$ cat src/rtl/tsp_city_loader_if.sv
// Byte-stream valid/ready channel feeding tsp_city_loader.
// The source drives data/valid; the loader answers with ready.
interface tsp_city_loader_if #(
  parameter int DATA_W = 8
);
  logic [DATA_W-1:0] in_data;
  logic              in_valid;
  logic              in_ready;

  modport master (output in_data, output in_valid, input  in_ready);
  modport slave  (input  in_data, input  in_valid, output in_ready);
endinterface

$ cat src/rtl/tsp_city_loader.sv
// Framed city-list loader: A5, n, (x,y)*n, csum -> staged, checked, committed atomically.
// Optional inter-byte timeout enabled by defining TSP_LOADER_TIMEOUT_EN.
module tsp_city_loader #(
  parameter int N_CITIES    = 64,
  parameter int COORD_W     = 8,
  parameter int TIMEOUT_CYC = 50000000,
  localparam int CNT_W      = $clog2(N_CITIES + 1),
  localparam int IDX_W      = $clog2(N_CITIES)
) (
  input  logic                         clk,
  input  logic                         rst,
  tsp_city_loader_if.slave             i_stream,
  output logic [N_CITIES*COORD_W-1:0]  o_xs,
  output logic [N_CITIES*COORD_W-1:0]  o_ys,
  output logic [CNT_W-1:0]             o_n_cities,
  output logic                         o_load_done,
  output logic                         o_busy,
  output logic                         o_err
);

  if (COORD_W != 8 || TIMEOUT_CYC < 1) begin : g_bad_cfg
    $error("tsp_city_loader: COORD_W must be 8 and TIMEOUT_CYC at least 1");
  end

  typedef enum logic [2:0] {
    S_IDLE, S_COUNT, S_X, S_Y, S_CSUM, S_COMMIT
  } state_t;

  localparam logic [7:0] HEADER = 8'hA5;

  state_t                      r_state;
  state_t                      w_next;
  logic                        w_ready;
  logic                        w_busy;
  logic                        w_accept;
  logic                        w_count_bad;
  logic                        w_last;
  logic                        w_timeout;

  logic [CNT_W-1:0]            r_cnt;
  logic [IDX_W-1:0]            r_idx;
  logic [7:0]                  r_sum;
  logic [COORD_W-1:0]          r_stage_x [N_CITIES];
  logic [COORD_W-1:0]          r_stage_y [N_CITIES];
  logic [N_CITIES*COORD_W-1:0] r_xs;
  logic [N_CITIES*COORD_W-1:0] r_ys;
  logic [CNT_W-1:0]            r_n_cities;
  logic                        r_load_done;
  logic                        r_err;

  assign w_accept    = i_stream.in_valid && w_ready;
  assign w_count_bad = (i_stream.in_data == 8'd0) || (int'(i_stream.in_data) > N_CITIES);
  assign w_last      = (int'(r_idx) == int'(r_cnt) - 1);

`ifdef TSP_LOADER_TIMEOUT_EN
  localparam int TO_W = $clog2(TIMEOUT_CYC + 1);
  logic [TO_W-1:0] r_to_cnt;

  // Counts idle cycles inside a frame; COMMIT never waits on the stream.
  assign w_timeout = w_busy && (r_state != S_COMMIT) && !w_accept &&
                     (int'(r_to_cnt) == TIMEOUT_CYC - 1);

  always_ff @(posedge clk or posedge rst) begin
    if (rst) begin
      r_to_cnt <= '0;
    end else if (w_accept || !w_busy || (r_state == S_COMMIT) || w_timeout) begin
      r_to_cnt <= '0;
    end else begin
      r_to_cnt <= r_to_cnt + 1'b1;
    end
  end
`else
  assign w_timeout = 1'b0;
`endif

  always_ff @(posedge clk or posedge rst) begin
    if (rst) r_state <= S_IDLE;
    else     r_state <= w_next;
  end

  always_comb begin
    w_next = r_state;
    case (r_state)
      S_IDLE:   if (w_accept && i_stream.in_data == HEADER) w_next = S_COUNT;
      S_COUNT:  if (w_accept) w_next = w_count_bad ? S_IDLE : S_X;
      S_X:      if (w_accept) w_next = S_Y;
      S_Y:      if (w_accept) w_next = w_last ? S_CSUM : S_X;
      S_CSUM:   if (w_accept) w_next = (i_stream.in_data == r_sum) ? S_COMMIT : S_IDLE;
      S_COMMIT: w_next = S_IDLE;
      default:  w_next = S_IDLE;
    endcase
    if (w_timeout) w_next = S_IDLE;
  end

  always_comb begin
    w_ready = 1'b0;
    w_busy  = 1'b0;
    if (!rst && r_state != S_COMMIT) w_ready = 1'b1;
    if (r_state != S_IDLE)           w_busy  = 1'b1;
  end

  // Frame decode into staging, then whole-set commit from COMMIT
  always_ff @(posedge clk or posedge rst) begin
    if (rst) begin
      r_cnt       <= '0;
      r_idx       <= '0;
      r_sum       <= '0;
      r_xs        <= '0;
      r_ys        <= '0;
      r_n_cities  <= '0;
      r_load_done <= 1'b0;
      r_err       <= 1'b0;
      for (int i = 0; i < N_CITIES; i++) begin
        r_stage_x[i] <= '0;
        r_stage_y[i] <= '0;
      end
    end else begin
      r_load_done <= 1'b0;
      if (w_timeout) r_err <= 1'b1;
      if (w_accept) begin
        case (r_state)
          S_IDLE: begin
            if (i_stream.in_data == HEADER) r_err <= 1'b0;
          end
          S_COUNT: begin
            if (w_count_bad) begin
              r_err <= 1'b1;
            end else begin
              r_cnt <= i_stream.in_data[CNT_W-1:0];
              r_idx <= '0;
              r_sum <= i_stream.in_data;
            end
          end
          S_X: begin
            r_stage_x[r_idx] <= i_stream.in_data;
            r_sum            <= r_sum + i_stream.in_data;
          end
          S_Y: begin
            r_stage_y[r_idx] <= i_stream.in_data;
            r_sum            <= r_sum + i_stream.in_data;
            if (!w_last) r_idx <= r_idx + 1'b1;
          end
          S_CSUM: begin
            if (i_stream.in_data != r_sum) r_err <= 1'b1;
          end
          default: ;
        endcase
      end
      if (r_state == S_COMMIT) begin
        for (int i = 0; i < N_CITIES; i++) begin
          r_xs[i*COORD_W +: COORD_W] <= (i < int'(r_cnt)) ? r_stage_x[i] : '0;
          r_ys[i*COORD_W +: COORD_W] <= (i < int'(r_cnt)) ? r_stage_y[i] : '0;
        end
        r_n_cities  <= r_cnt;
        r_load_done <= 1'b1;
      end
    end
  end

  assign i_stream.in_ready = w_ready;
  assign o_busy            = w_busy;
  assign o_xs              = r_xs;
  assign o_ys              = r_ys;
  assign o_n_cities        = r_n_cities;
  assign o_load_done       = r_load_done;
  assign o_err             = r_err;

endmodule
$ cat src/flat_wrapper.sv
// flat-port wrapper written by rule: the top's interface ports become plain ports
module tsp_city_loader_flat 
#(
  parameter int N_CITIES    = 64,
  parameter int COORD_W     = 8,
  parameter int TIMEOUT_CYC = 50000000,
  localparam int CNT_W      = $clog2(N_CITIES + 1),
  localparam int IDX_W      = $clog2(N_CITIES)
)
  (clk, rst, o_xs, o_ys, o_n_cities, o_load_done, o_busy, o_err, i_stream_in_data, i_stream_in_valid, i_stream_in_ready);
  tsp_city_loader_if i_stream_i ();
  input  logic clk;
  input  logic rst;
  output logic [N_CITIES*COORD_W-1:0] o_xs;
  output logic [N_CITIES*COORD_W-1:0] o_ys;
  output logic [CNT_W-1:0] o_n_cities;
  output logic o_load_done;
  output logic o_busy;
  output logic o_err;
  input wire logic [$bits(i_stream_i.in_data)-1:0] i_stream_in_data;
  input wire logic [$bits(i_stream_i.in_valid)-1:0] i_stream_in_valid;
  output wire logic [$bits(i_stream_i.in_ready)-1:0] i_stream_in_ready;
  assign i_stream_i.in_data = i_stream_in_data;
  assign i_stream_i.in_valid = i_stream_in_valid;
  assign i_stream_in_ready = i_stream_i.in_ready;
  tsp_city_loader #(.N_CITIES(N_CITIES), .COORD_W(COORD_W), .TIMEOUT_CYC(TIMEOUT_CYC)) u_core (.clk(clk), .rst(rst), .i_stream(i_stream_i), .o_xs(o_xs), .o_ys(o_ys), .o_n_cities(o_n_cities), .o_load_done(o_load_done), .o_busy(o_busy), .o_err(o_err));
endmodule
$ cat config.mk
export PLATFORM = sky130hd
export DESIGN_NAME = tsp_city_loader_flat
export DESIGN_NICKNAME = d
export VERILOG_FILES = /design/src/rtl/tsp_city_loader_if.sv /design/src/rtl/tsp_city_loader.sv /design/src/flat_wrapper.sv
export SDC_FILE = /design/constraint.sdc
export NUM_CORES = 2
export LEC_CHECK = 0
export ABC_AREA = 1
export CORE_MARGIN = 1.5
export CORE_UTILIZATION = 50
export CTS_BUF_LIST = sky130_fd_sc_hd__clkbuf_8 sky130_fd_sc_hd__clkbuf_16
export DETAILED_ROUTE_END_ITERATION = 8
export PLACE_DENSITY = 0.73
export REMOVE_ABC_BUFFERS = 1
export SYNTH_ARGS = -nofsm -noshare
export SYNTH_HDL_FRONTEND = slang
export SYNTH_SLANG_ARGS = --single-unit
$ cat constraint.sdc
create_clock -name clk -period 116.4 [get_ports clk]
set_clock_uncertainty 0.05 [all_clocks]
set_input_delay 17.46 -clock clk [delete_from_list [all_inputs] [get_ports clk]]
set_output_delay 17.46 -clock clk [all_outputs]
set_load 0.02 [all_outputs]
==> results.sh <==
export IMPL_status="completed"
export IMPL_final_cell_mix="2716 x nand2_1, 2081 x dfrtp_1, 1044 x clkdlybuf4s50_1"
export IMPL_power_total_uw=1660
export IMPL_overflow=0
export IMPL_grt_max_degree=223
export IMPL_worstPathRequired_ps=98890
export IMPL_power_density_mw_per_mm2=16.8
export IMPL_nets=9134
export IMPL_cts_buffers=204
export IMPL_synth_edf_count=0
export IMPL_drc=0
export IMPL_fin_ws_ps=79530
export IMPL_worstMarginPinSlew_ps=1360
export IMPL_cts_setup_buffers=0
export IMPL_drv_cap=0
export IMPL_grt_use_total_pct=33.4
export IMPL_met1_length_mm=108
export IMPL_syn2layout_area_growth_pct=23.1
export IMPL_tns_ps=0
export IMPL_clk_pin_slew_ps=70
export IMPL_firstDrtPassIters=6
export IMPL_clock_sinks=2081
export IMPL_ys_ff_latch=2081
export IMPL_start_util_pct=50.4
export IMPL_ys_flop_type="dfrtp_1"
export IMPL_async_reset_ff_share_pct=100
export IMPL_p_leak_uw=0.0487
export IMPL_multi_input_area_sq_mm=0.0249
export IMPL_dp_slack_ps=79490
export IMPL_antenna_left=0
export IMPL_drt_initial_drc_count=6782
export IMPL_yosys_warnings=0
export IMPL_timing_fmax_ghz=0.0271
export IMPL_wirelength_mm=274
export IMPL_grt_pass1_vias=62713
export IMPL_cp_max_fo=107
export IMPL_mappedNetlistArea_sq_mm=0.0799
export IMPL_slowest_delay_ps=600
export IMPL_avgSynthCellArea_sq_um=9.60
export IMPL_portBuffers=1045
export IMPL_worst_path_buf_inv=4
export IMPL_rsz0062_at_grt="false"
export IMPL_die_w_microns=403
export IMPL_num_fill_cells=12900
export IMPL_top_layer_used="met5"
export IMPL_cts_resized=0
export IMPL_clk_path_buf_depth=3
export IMPL_seq_area_sq_mm=0.0521
export IMPL_gp_congestion=0.862
export IMPL_vias_per_cell=5.74
export IMPL_critPathTopFamily="buffers and inverters"
export IMPL_cts_tree="done"
export IMPL_maxSlewHeadroom_pct=9.63
export IMPL_cts_root_buffer="clkbuf_16"
export IMPL_std_cell_rows=146
export IMPL_endpoint_kind="output port"
export IMPL_ios=1046
export IMPL_min_path_type="flip-flop to flip-flop"
export IMPL_cts_hold_buf=0
export IMPL_routedWlPerCell_microns=24.1
export IMPL_finalHoldViolations=0
export IMPL_clock_latency_ps=850
export IMPL_vias=65083
export IMPL_cp_start_kind="primary input"
export IMPL_ir_drop_mv=0.0148
export IMPL_cpMostUsedCell="clkdlybuf4s50_1"
export IMPL_synth_cell_types=38
export IMPL_die_h_microns=403
export IMPL_grt_pass1_wl_mm=404
export IMPL_htree_levels=4
export IMPL_ys_seq_area_share_pct=65.2
export IMPL_slew_viol_final=0
export IMPL_dp_hpwl_mm=173
export IMPL_grt_antenna_before_repair=3
export IMPL_die_area_sq_mm=0.162
export IMPL_arrival_ps=19360
export IMPL_fin_crit_ps=36870
export IMPL_dr_wl_met2_mm=124
export IMPL_met3_wirelength_mm=24.4
export IMPL_coreArea_sq_mm=0.159
export IMPL_drive_gt1_share_pct=6.10
export IMPL_final_common_cell="nand2_1"
export IMPL_setup_viol=0
export IMPL_worst_setup_path_type="primary input to output port"
export IMPL_crit_slowest_cell="clkdlybuf4s50_1"
export IMPL_worstPathCellList="clkdlybuf4s50_1, inv_8, nand2_1, inv_1, clkdlybuf4s50_1"
export IMPL_netlist_instances=8319
export IMPL_period_share_pct=31.7
[sequential cells by signal, indices dropped and copies added, names as in the netlist]
signal / cells
u_core.r_stage_y: 512
u_core.r_idx: 6
u_core.o_load_done: 1
u_core.r_sum: 8
u_core.o_n_cities: 7
u_core.o_xs: 512
u_core.r_state: 3
u_core.o_err: 1
u_core.r_stage_x: 512
u_core.o_ys: 512
u_core.r_cnt: 7
[path summary, 6_finish.rpt]
path	cells after the start	to	start	slack, ps
setup / recovery	5	i_stream_in_ready	rst	79530
hold / removal	2	u_core.o_ys[91]	u_core.r_stage_y[419]	420
setup reg to reg	9	u_core.o_xs[279]	u_core.r_state[0]	110930
hold reg to reg	2	u_core.o_ys[91]	u_core.r_stage_y[419]	420
max in group asynchronous	8	u_core.r_stage_y[171]	rst	93550
min in group asynchronous	2	u_core.o_ys[27]	rst	17110
[per-stage QoR]
stage          area [sq um]  cells  util [%]  hold slack, ps
3_3_place_gp          91600  10978      57.8             414
6_report              98300  11342      62.0             419
2_1_floorplan         77400   7757         -             403
4_1_cts               98300  11341      62.0             421
3_5_place_dp          91600  10978      57.8             414
5_1_grt               98300  11341      62.0             440
[synth_stat cells, types with 26 or more instances]
cell	instances	area share, %
o31ai_1	63	0.59
o21ai_0	774	4.9
buf_4	65	0.61
nand2_1	2716	13
clkbuf_1	453	2.1
a21oi_1	460	2.9
o21ai_1	26	0.16
inv_1	124	0.58
dfrtp_1	2081	65
nor3_4	64	1.3
nor2_1	479	2.3
nand3_1	894	5.6
[worst reg2reg max path, stage by stage (launching register included)]
cell,delay [ps]
dfrtp_1,380
inv_1,80
nor2_1,330
nand2_8,290
inv_8,630
buf_12,1080
buf_4,1100
buf_4,1040
nand3_1,300
nand2_1,140
[kinds of logic (layout without fill, tap and decap cells)]
group	count (synthesis)	in the layout	share of synthesized area (%)
AOI/OAI and AO/OA	1329	1329	8.54
xor gates and xnor gates	5	5	0.0548
adders and majority gates	11	11	0.182
buffers and inverters	707	1657	3.75
DFF	2081	2081	65.2
other	0	1	0
and+or+nand+nor	4186	4186	22.3
[power breakdown]
part / internal (uW) / switching, uW
clock network: 375 / 287
logic: 39.1 / 212
registers: 734 / 9.63
[cell type report]
cell class,instances,area share (%)
sequential,2081,53.0
clock buffer,258,5.97
antenna,1,0.00254
clock inverter,105,0.908
inverter,145,0.609
multi-input combinational,5531,25.4
tap,2072,2.64
timing repair buffer,1149,11.6
[metal layers]
metal / global-route usage, % / vias up
li1: - / 28675
met1: 45.1 / 32532
met2: 50.6 / 3236
met3: 6.95 / 638
met4: 19.0 / 2
met5: 0 / -
No activity file was read; power rests on OpenSTA's default activity.
